File: src/rtl/bcd_timer_counter.sv
// Prescaled BCD up/down counter with a saturate or wrap policy at the limits.
// tick and tc are registered pulses; ovf is sticky until clr or rst.
module bcd_timer_counter #(
  parameter int DIGITS   = 4,
  parameter int PRESCALE = 50000,
  parameter bit SATURATE = 1'b1
) (
  input  logic                  clk,
  input  logic                  rst,
  input  logic                  clr,
  input  logic                  en,
  input  logic                  up_dn,
  input  logic                  load,
  input  logic [4*DIGITS-1:0]   load_val,
  output logic [4*DIGITS-1:0]   count,
  output logic                  tick,
  output logic                  tc,
  output logic                  ovf
);

  localparam int W  = 4 * DIGITS;
  localparam int PW = (PRESCALE > 1) ? $clog2(PRESCALE) : 1;
  localparam logic [PW-1:0] PRE_LAST = PW'(PRESCALE - 1);
  localparam logic [W-1:0]  ALL9     = {DIGITS{4'h9}};

  logic [PW-1:0] r_presc;
  logic [W-1:0]  r_count;
  logic          r_tick;
  logic          r_tc;
  logic          r_ovf;

  logic [W-1:0]  w_inc;
  logic [W-1:0]  w_dec;
  logic [W-1:0]  w_load_clamped;
  logic [W-1:0]  w_next;
  logic [W-1:0]  w_limit;
  logic [W-1:0]  w_wrap;
  logic          w_cy;
  logic          w_bw;
  logic          w_at_limit;
  logic          w_hit;

  // Ripple decimal carry/borrow through the digits, LSD first.
  always_comb begin
    w_inc          = r_count;
    w_dec          = r_count;
    w_load_clamped = '0;
    w_cy           = 1'b1;
    w_bw           = 1'b1;
    for (int i = 0; i < DIGITS; i++) begin
      if (w_cy) begin
        if (r_count[4*i +: 4] == 4'd9) begin
          w_inc[4*i +: 4] = 4'd0;
        end else begin
          w_inc[4*i +: 4] = r_count[4*i +: 4] + 4'd1;
          w_cy            = 1'b0;
        end
      end
      if (w_bw) begin
        if (r_count[4*i +: 4] == 4'd0) begin
          w_dec[4*i +: 4] = 4'd9;
        end else begin
          w_dec[4*i +: 4] = r_count[4*i +: 4] - 4'd1;
          w_bw            = 1'b0;
        end
      end
      w_load_clamped[4*i +: 4] = (load_val[4*i +: 4] > 4'd9) ? 4'd9 : load_val[4*i +: 4];
    end
  end

  always_comb begin
    w_limit    = up_dn ? ALL9 : '0;
    w_wrap     = up_dn ? '0 : ALL9;
    w_at_limit = (r_count == w_limit);
    if (w_at_limit) begin
      w_next = SATURATE ? r_count : w_wrap;
    end else begin
      w_next = up_dn ? w_inc : w_dec;
    end
    w_hit = w_at_limit || (w_next == w_limit);
  end

  always_ff @(posedge clk or posedge rst) begin
    if (rst) begin
      r_presc <= '0;
      r_count <= '0;
      r_tick  <= 1'b0;
      r_tc    <= 1'b0;
      r_ovf   <= 1'b0;
    end else begin
      r_tick <= 1'b0;
      r_tc   <= 1'b0;
      if (clr) begin
        r_presc <= '0;
        r_count <= '0;
        r_ovf   <= 1'b0;
      end else if (load) begin
        r_presc <= '0;
        r_count <= w_load_clamped;
      end else if (en) begin
        if (r_presc == PRE_LAST) begin
          r_presc <= '0;
          r_count <= w_next;
          r_tick  <= 1'b1;
          r_tc    <= w_hit;
          if (w_at_limit) r_ovf <= 1'b1;
        end else begin
          r_presc <= r_presc + 1'b1;
        end
      end
    end
  end

  assign count = r_count;
  assign tick  = r_tick;
  assign tc    = r_tc;
  assign ovf   = r_ovf;

endmodule

File: config.mk
export PLATFORM = sky130hd
export DESIGN_NAME = bcd_timer_counter
export DESIGN_NICKNAME = d
export VERILOG_FILES = /design/src/rtl/bcd_timer_counter.sv
export SDC_FILE = /design/constraint.sdc
export NUM_CORES = 1
export LEC_CHECK = 0
export CAP_MARGIN = 15
export CORE_MARGIN = 5
export CORE_UTILIZATION = 45
export DETAILED_ROUTE_END_ITERATION = 16
export PLACE_DENSITY = 0.73
export SLEW_MARGIN = 20
export SYNTH_ARGS = -nofsm -noshare
export SYNTH_HDL_FRONTEND = slang
export SYNTH_SLANG_ARGS = --single-unit
export TNS_END_PERCENT = 30
File: constraint.sdc
create_clock -name clk -period 3.6 [get_ports clk]
set_input_delay 0.36 -clock clk [delete_from_list [all_inputs] [get_ports clk]]
set_output_delay 0.36 -clock clk [all_outputs]
set_load 0.05 [all_outputs]
==> flow_summary.toml, run 1 <==
[detailed_routing]
first_pass_iters = 5
ant_nets = 0
via_count = 2895
wl_per_cell_um = 16.91
drt_iter0_markers = 266
vias_per_cell = 6.031
routed_wl_um = 8115
remaining_drc_errors = 0

[clocking]
clock_latency_ns = 0.30
post_cts_buffers = 0
cts_tree = "built"
root_buffer = "clkbuf_8"
cts_buffers = 5
cts_sinks = 35
clkTransAtPathRegs_ns = 0.08
htree_levels = 2
clockBufferDepth = 2
ctsHoldBuffers = 0
postCtsResizedCells = 0

[synthesis]
synth_edf_count = 0
avgSynthCellArea_um2 = 7.534
ys_warn_count = 0
seq_area_frac_synth = 0.3108
synth_cell_types = 56
synthesis.area_um2 = 2818
synthArstFlopShare = 1.000
yosys_most_used_dff = "dfrtp_1"
syn_inst = 374
synth_nets = 400
ys_seq_elements = 35

[cells_and_area]
drive_gt1_frac = 0.06173
finalNonFillerCells = 480
areaGrowthSynthToFinish_pct = 19.49
antenna_cells = 0
final_net_count = 430
fillCellCount = 548
postLayoutCellArea_um2 = 3367

[grt]
first_global_vias = 2688
grt_max_degree = 36
overflow = 0
grt_pass1_wl_um = 13300
antenna_found_initial = 0
grt_usage = 0.2138

[setup_path]
critPathCapture = "tc"
critPathSlowestCell = "dfrtp_1"
reg2reg_slack_ns = 0.60
crit_chain = "inv_1, ha_1, nor2b_1, nand4_1, o211a_2, o41ai_4, nand4bb_1, nor4_1, a21oi_1, o21ai_1"
crit_path_max_fanout = 10
cp-start-kind = "flop"
cp.buffers_inverters = 1
r2r-end = "tc"
cp_data_arrival_time_ns = 3.22
path_class = "reg2reg"
max_stage_delay_ns = 0.52
crit_path_start = "count[0]"
cp_top_family = "simple AND/OR/NAND/NOR gates"
reg2reg_depth = 10
path_depth = 10
crit-reg2reg-launch = "count[0]"
end_kind = "flop"
cp.required_ns = 3.82

[power_and_ir_drop]
ir_drop_mv = 0.1963
powerDensity_nw_per_um2 = 342.7
p_leak_nw = 1.324
finalPower_mw = 1.154

[timing]
tightest_slew_ns = 0.6513
fin_skew_ns = 0.009574
relSlewSlack = 0.5625
fin_tns_setup_ns = 0
fin_crit_sh = 0.8327
setup_viol = 0
slew_viol_final = 0
grt_setup_unrepaired = "false"
hold_violations = 0
clock.fmax_ghz = 0.3336
fin_crit_ns = 2.998

[job]
cap_violations = 0

[place]
dp_hpwl_um = 5936
gp_congestion = 0.9305
placed_cells = 472
placed_area_um2 = 3268
io_buffer_count = 40

[die]
core_area_um2 = 5991
fp-row-count = 28
dieHeight_um = 89.13
die_w_um = 89.13
fp.dieArea_um2 = 7944
start_util = 0.4703
io_pins = 41

[worst_hold_path]
hold_class = "in2async"

[status]
outcome = "completed"
cells in the mapped netlist, drive strengths merged (2+ instances only):
cell type / number / area [um2]
a22o: 7 / 61.31
nand4: 5 / 31.28
buf: 3 / 21.27
clkbuf: 22 / 82.58
nand3: 15 / 75.07
nand2: 47 / 176.4
xor2: 9 / 78.83
nand3b: 5 / 37.54
o21ai: 43 / 215.2
a211oi: 4 / 30.03
inv: 15 / 56.30
o31ai: 4 / 30.03
or4: 5 / 37.54
nor4b: 2 / 17.52
nor2: 39 / 146.4
a211o: 2 / 17.52
a31oi: 5 / 31.28
nand4bb: 2 / 22.52
and3b: 2 / 17.52
nor3: 9 / 45.04
a21o: 3 / 22.52
nor2b: 10 / 62.56
ha: 4 / 50.05
a21oi: 11 / 55.05
xnor2: 6 / 52.55
nand2b: 5 / 31.28
or3: 4 / 25.02
o211ai: 3 / 22.52
nor4: 12 / 75.07
dfrtp: 35 / 875.8
or2: 3 / 18.77
nand4b: 3 / 26.28
o22ai: 2 / 12.51
mux2i: 2 / 20.02
and3: 7 / 43.79
sequential cells by signal (all words and copies together), names as in the netlist:
register,cells
count,16
ovf,1
r_presc,16
tc,1
tick,1
area by class of cell:
cell class	count	area [um2]	area share
inverter	15	56.30	0.01672
sequential	35	875.8	0.2601
tap	75	93.84	0.02787
timing repair buffer	48	460.4	0.1368
clock inverter	2	16.27	0.004831
multi-input combinational	299	1782	0.5292
clock buffer	6	82.58	0.02453
how the worst min path moves through the flow:
stage                            end  slack [ns]
final                      count[10]        0.46
after global routing       count[10]        0.53
after CTS                   count[5]        0.48
after detailed placement  r_presc[1]        0.52
after global placement    r_presc[1]        0.49
after floorplan           r_presc[1]        0.48
power by group:
group	internal (mW)	leakage [nW]	switching [mW]
registers	0.409	0.477	0.0515
clock network	0.156	0.0474	0.160
logic	0.149	0.799	0.227
total	0.715	1.32	0.439
placed cells by master, fill, tap and decap left out, types with 5 or more instances in the layout:
cell type        count
nand2_1             47
a22o_1               7
nand2b_1             5
nand3b_1             5
xnor2_1              6
or4_1                5
nor2_1              39
o21ai_0             41
a31oi_1              5
nor4_1              12
clkdlybuf4s50_1     40
and3_1               7
clkbuf_8             6
nor3_1               9
inv_1               15
dfrtp_1             35
nand4_1              5
nor2b_1             10
xor2_1               9
nand3_1             15
buf_4                8
a21oi_1             11
worst register-to-register path: stages (launching register included):
cell and delay (ns):
dfrtp_1 0.52, inv_1 0.15, ha_1 0.23, nor2b_1 0.43, nand4_1 0.28, o211a_2 0.34
o41ai_4 0.40, nand4bb_1 0.14, nor4_1 0.23, a21oi_1 0.08, o21ai_1 0.12
routing by layer:
layer  GRT usage  vias to the layer above  wire length, um
li1            -                     1417                -
met1      0.3210                     1350             3911
met2      0.3094                      111             3475
met3     0.03779                       17              536
met4     0.06766                        0              191
met5           0                        -                0
cells by family (layout without fill, tap and decap cells):
group | Yosys count | count (layout) | share of synthesized area
xor+xnor | 15 | 15 | 0.04663
buf+inv | 40 | 71 | 0.05684
flops | 35 | 35 | 0.3108
mux | 3 | 3 | 0.01110
fa+ha+maj | 4 | 4 | 0.01776
compound gates | 97 | 97 | 0.2256
simple gates | 180 | 180 | 0.3313
stage by stage:
step	hold slack (ns)	util	setup slack [ns]
CTS	0.4837	0.5620	0.6506
detailed placement	0.5230	0.5455	0.4839
global placement	0.4935	0.5455	0.5802
floorplan	0.4761	-	0.7249
global route	0.5347	0.5620	0.3867
finish	0.4619	0.5620	0.6023
(Power assumes the default switching activity.)
==> run 2: changes to the inputs <==
Clock period 3.6 ns to 3 ns, I/O delays scaled along.
==> flow_summary.toml, run 2 (synthesis results as in run 1) <==
[setup_path]
critPathSlowestCell = "or4b_2"
cp-start-kind = "flop"
max_stage_delay_ns = 0.71
end_kind = "flop"
crit_chain = "inv_1, ha_1, or4b_2, nor4_1, xnor2_1, o21a_1, a211oi_1, or4_1, o21ai_0"
crit_path_max_fanout = 7
cp.buffers_inverters = 1
cp_data_arrival_time_ns = 3.01
reg2reg_slack_ns = 0.21
cp.required_ns = 3.22
cp_top_family = "simple AND/OR/NAND/NOR gates"
path_class = "reg2reg"

[clocking]
clock_latency_ns = 0.29
clockBufferDepth = 2
cts_tree = "built"
cts_sinks = 35
clkTransAtPathRegs_ns = 0.07
root_buffer = "clkbuf_8"
cts_buffers = 5
htree_levels = 2

[cells_and_area]
drive_gt1_frac = 0.1019
antenna_cells = 0
areaGrowthSynthToFinish_pct = 23.85
final_net_count = 447
layout_commonest_cell = "nand2_1"
final_cell_mix = "nand2_1, o21ai_0, clkdlybuf4s50_1"
finalNonFillerCells = 497

[detailed_routing]
wl_per_cell_um = 17.42
ant_nets = 0
first_pass_iters = 5
drt_iter0_markers = 291
via_count = 3043
remaining_drc_errors = 0
routed_wl_um = 8658
vias_per_cell = 6.123

[timing]
relSlewSlack = 0.4162
slew_viol_final = 0
tightest_slew_ns = 0.8725
fin_crit_ns = 2.792
fin_skew_ns = 0.004142
clock.fmax_ghz = 0.3581
setup_viol = 0
grt_setup_unrepaired = "false"
fin_crit_sh = 0.9308
fin_tns_setup_ns = 0
hold_violations = 0
fin_ws_ns = 0.2077

[die]
io_pins = 41
die_w_um = 89.13
core_area_um2 = 5991
fp-row-count = 28
start_util = 0.4703
dieHeight_um = 89.13
fp.dieArea_um2 = 7944

[worst_hold_path]
hold_class = "in2async"

[place]
gp_congestion = 0.9737
post-place-ws_ns = 0.2119
io_buffer_count = 40
placed_cells = 489
dp_hpwl_um = 6498

[grt]
grt_pass1_wl_um = 14240
antenna_found_initial = 0
overflow = 0
first_global_vias = 2750
grt_usage = 0.2324
grt_max_degree = 29

[status]
outcome = "completed"

[power_and_ir_drop]
p_leak_nw = 1.406
ir_drop_mv = 0.2205
powerDensity_nw_per_um2 = 396.9

[job]
cap_violations = 0
[run 2: cell type report]
type / count / area, um2
fill: 575 / 2501
multi-input combinational: 299 / 1790
sequential: 35 / 875.8
timing repair buffer: 65 / 588.1
tap: 75 / 93.84
clock buffer: 6 / 72.57
inverter: 15 / 56.30
clock inverter: 2 / 12.51
[run 2: final timing paths]
| path | from | endpoint | cells after the start |
|---|---|---|---|
| worst max-delay path | count[0] | count[11] | 9 |
| worst min-delay path | rst | count[10] | 2 |
| worst max register to register | count[0] | count[11] | 9 |
| worst min register to register | r_presc[15] | r_presc[15] | 2 |
| max in group asynchronous | rst | count[4] | 3 |
| min in group clk | r_presc[15] | r_presc[15] | 2 |
[run 2: layer usage]
metal | vias to the layer above | track usage | wire (um)
li1 | 1447 | - | -
met1 | 1430 | 0.3496 | 4110
met2 | 149 | 0.3396 | 3749
met3 | 17 | 0.04055 | 640
met4 | 0 | 0.06631 | 159
met5 | - | 0 | 0
[run 2: stage by stage]
stage                     utilization  cell area (um2)  power, mW  hold WS, ns
final                          0.5825             3490      1.385       0.2829
after global routing           0.5825             3490      1.459       0.2994
after CTS                      0.5810             3481      1.384       0.2970
after detailed placement       0.5668             3396      1.036       0.5283
after global placement         0.5668             3396      1.031       0.4921
after floorplan                     -             2818     0.8605       0.4543
[run 2: repair_timing]
action,CTS,global route
gates resized for setup,0,2
hold buffers,0,0
endpoints found under the setup margin,0,1
setup buffers,0,0
[run 2: power by group]
part	total [mW]	internal [mW]	switching, mW
Combinational	0.514	0.203	0.311
Clock	0.345	0.162	0.183
Sequential	0.526	0.491	0.0351
==> run 3: changes to the inputs <==
Settings changed: CORE_MARGIN 5 to 4, SKIP_CTS_REPAIR_TIMING set to 1.
==> flow_summary.toml, run 3 (synthesis results as in run 1) <==
[cells_and_area]
layout_commonest_cell = "nand2_1"
final_net_count = 444
antenna_cells = 0
post-route-util = 0.5846
areaGrowthSynthToFinish_pct = 24.29
postLayoutCellArea_um2 = 3502
drive_gt1_frac = 0.09785
final_cell_mix = "nand2_1, o21ai_0, clkdlybuf4s50_1"

[detailed_routing]
via_count = 3098
vias_per_cell = 6.271
remaining_drc_errors = 0
ant_nets = 0
first_pass_iters = 5
wl_per_cell_um = 17.14
routed_wl_um = 8468
drt_iter0_markers = 330

[setup_path]
max_stage_delay_ns = 0.60
crit_chain = "nor4_1, nand4_1, o211a_2, o41ai_4, nand4bb_1, nor4_1, a21oi_1, o21ai_1"
crit_top_cell = "nor4_1"
crit_path_max_fanout = 8
end_kind = "flop"
cp_data_arrival_time_ns = 3.00
crit-reg2reg-launch = "count[3]"
path_class = "reg2reg"
cp.required_ns = 3.23
cp.buffers_inverters = 0
cp-start-kind = "flop"
critPathSlowestCell = "nor4_1"
crit_path_start = "count[3]"
cp_top_family = "simple AND/OR/NAND/NOR gates"

[place]
placed_area_um2 = 3373
gp_congestion = 1.038
io_buffer_count = 40
dp_hpwl_um = 6360

[timing]
grt_setup_unrepaired = "false"
fin_crit_sh = 0.9235
slew_viol_final = 0
setup_viol = 0
fin_crit_ns = 2.770
fin_tns_setup_ns = 0
relSlewSlack = 0.3926
tightest_slew_ns = 0.9101
fin_skew_ns = 0.01058
whs_ns = 0.4965
hold_violations = 0
clock.fmax_ghz = 0.3610

[clocking]
cts_sinks = 35
root_buffer = "clkbuf_8"
cts_tree = "built"
clockBufferDepth = 2
clock_latency_ns = 0.30
clkTransAtPathRegs_ns = 0.08
htree_levels = 2
cts_buffers = 5

[power_and_ir_drop]
ir_drop_mv = 0.2415
internal_power_uw = 938.1
powerDensity_nw_per_um2 = 420.9
power_frac_seq = 0.361
power_switching_uw = 536.0
p_clk_frac = 0.298
p_comb_frac = 0.342
p_sw_frac = 0.3636
p_leak_nw = 1.409

[die]
core_area_um2 = 5991
io_pins = 41
fp.dieArea_um2 = 7592
start_util = 0.4703
fp-row-count = 28
dieHeight_um = 87.13
die_w_um = 87.13

[grt]
antenna_found_initial = 0
overflow = 0
grt_pass1_wl_um = 13570
grt_usage = 0.2266
first_global_vias = 2635
grt_max_degree = 22

[worst_hold_path]
hold_class = "in2async"

[job]
cap_violations = 0

[status]
outcome = "completed"
run 3: worst reg2reg max path: stages (launching register included):
cell and delay, ns:
dfrtp_1 0.47, nor4_1 0.60, nand4_1 0.33, o211a_2 0.35
o41ai_4 0.38, nand4bb_1 0.14, nor4_1 0.24, a21oi_1 0.08
o21ai_1 0.12
run 3: routing by layer:
layer  GRT usage  up-vias  routed length [um]  share of wire
met1      0.3445     1462                3993           0.47
li1            -     1444                   -              -
met4     0.07392        0                 198          0.023
met3     0.02933       19                 675          0.080
met2      0.3299      173                3600           0.43
met5           0        -                   0              0
run 3: cell type report:
class / instances / area, um2
repair buffers: 62 / 565.5
well taps: 75 / 93.84
clock buffers: 5 / 68.82
flip-flops and latches: 35 / 875.8
clock inverters: 3 / 43.79
inverters: 15 / 56.30
fillers: 541 / 2489
multi-input cells: 299 / 1798
run 3: final timing paths:
| kind | endpoint | slack [ns] | cells after the start |
|---|---|---|---|
| max | tc | 0.23 | 8 |
| min | count[11] | 0.50 | 2 |
| max reg2reg | tc | 0.23 | 8 |
| min reg2reg | r_presc[1] | 0.53 | 2 |
| max in group asynchronous | count[3] | 1.82 | 3 |
| min in group clk | r_presc[1] | 0.53 | 2 |
run 3: stage by stage:
stage | power (mW) | std cells | worst slack (ns)
2_1_floorplan | 0.8605 | 374 | 0.1249
3_3_place_gp | 1.023 | 486 | 0.2231
3_5_place_dp | 1.025 | 486 | 0.1909
4_1_cts | 1.465 | 494 | 0.1725
5_1_grt | 1.548 | 494 | 0.1045
6_report | 1.474 | 494 | 0.2295
run 3: power by group through the flow:
| stage | Clock [mW] | Combinational, mW | Sequential, mW |
|---|---|---|---|
| after floorplan | 0 | 0.271 | 0.590 |
| after global placement | 0 | 0.485 | 0.538 |
| after detailed placement | 0 | 0.487 | 0.538 |
| after CTS | 0.446 | 0.490 | 0.529 |
| after global routing | 0.468 | 0.544 | 0.535 |
| final | 0.439 | 0.504 | 0.532 |
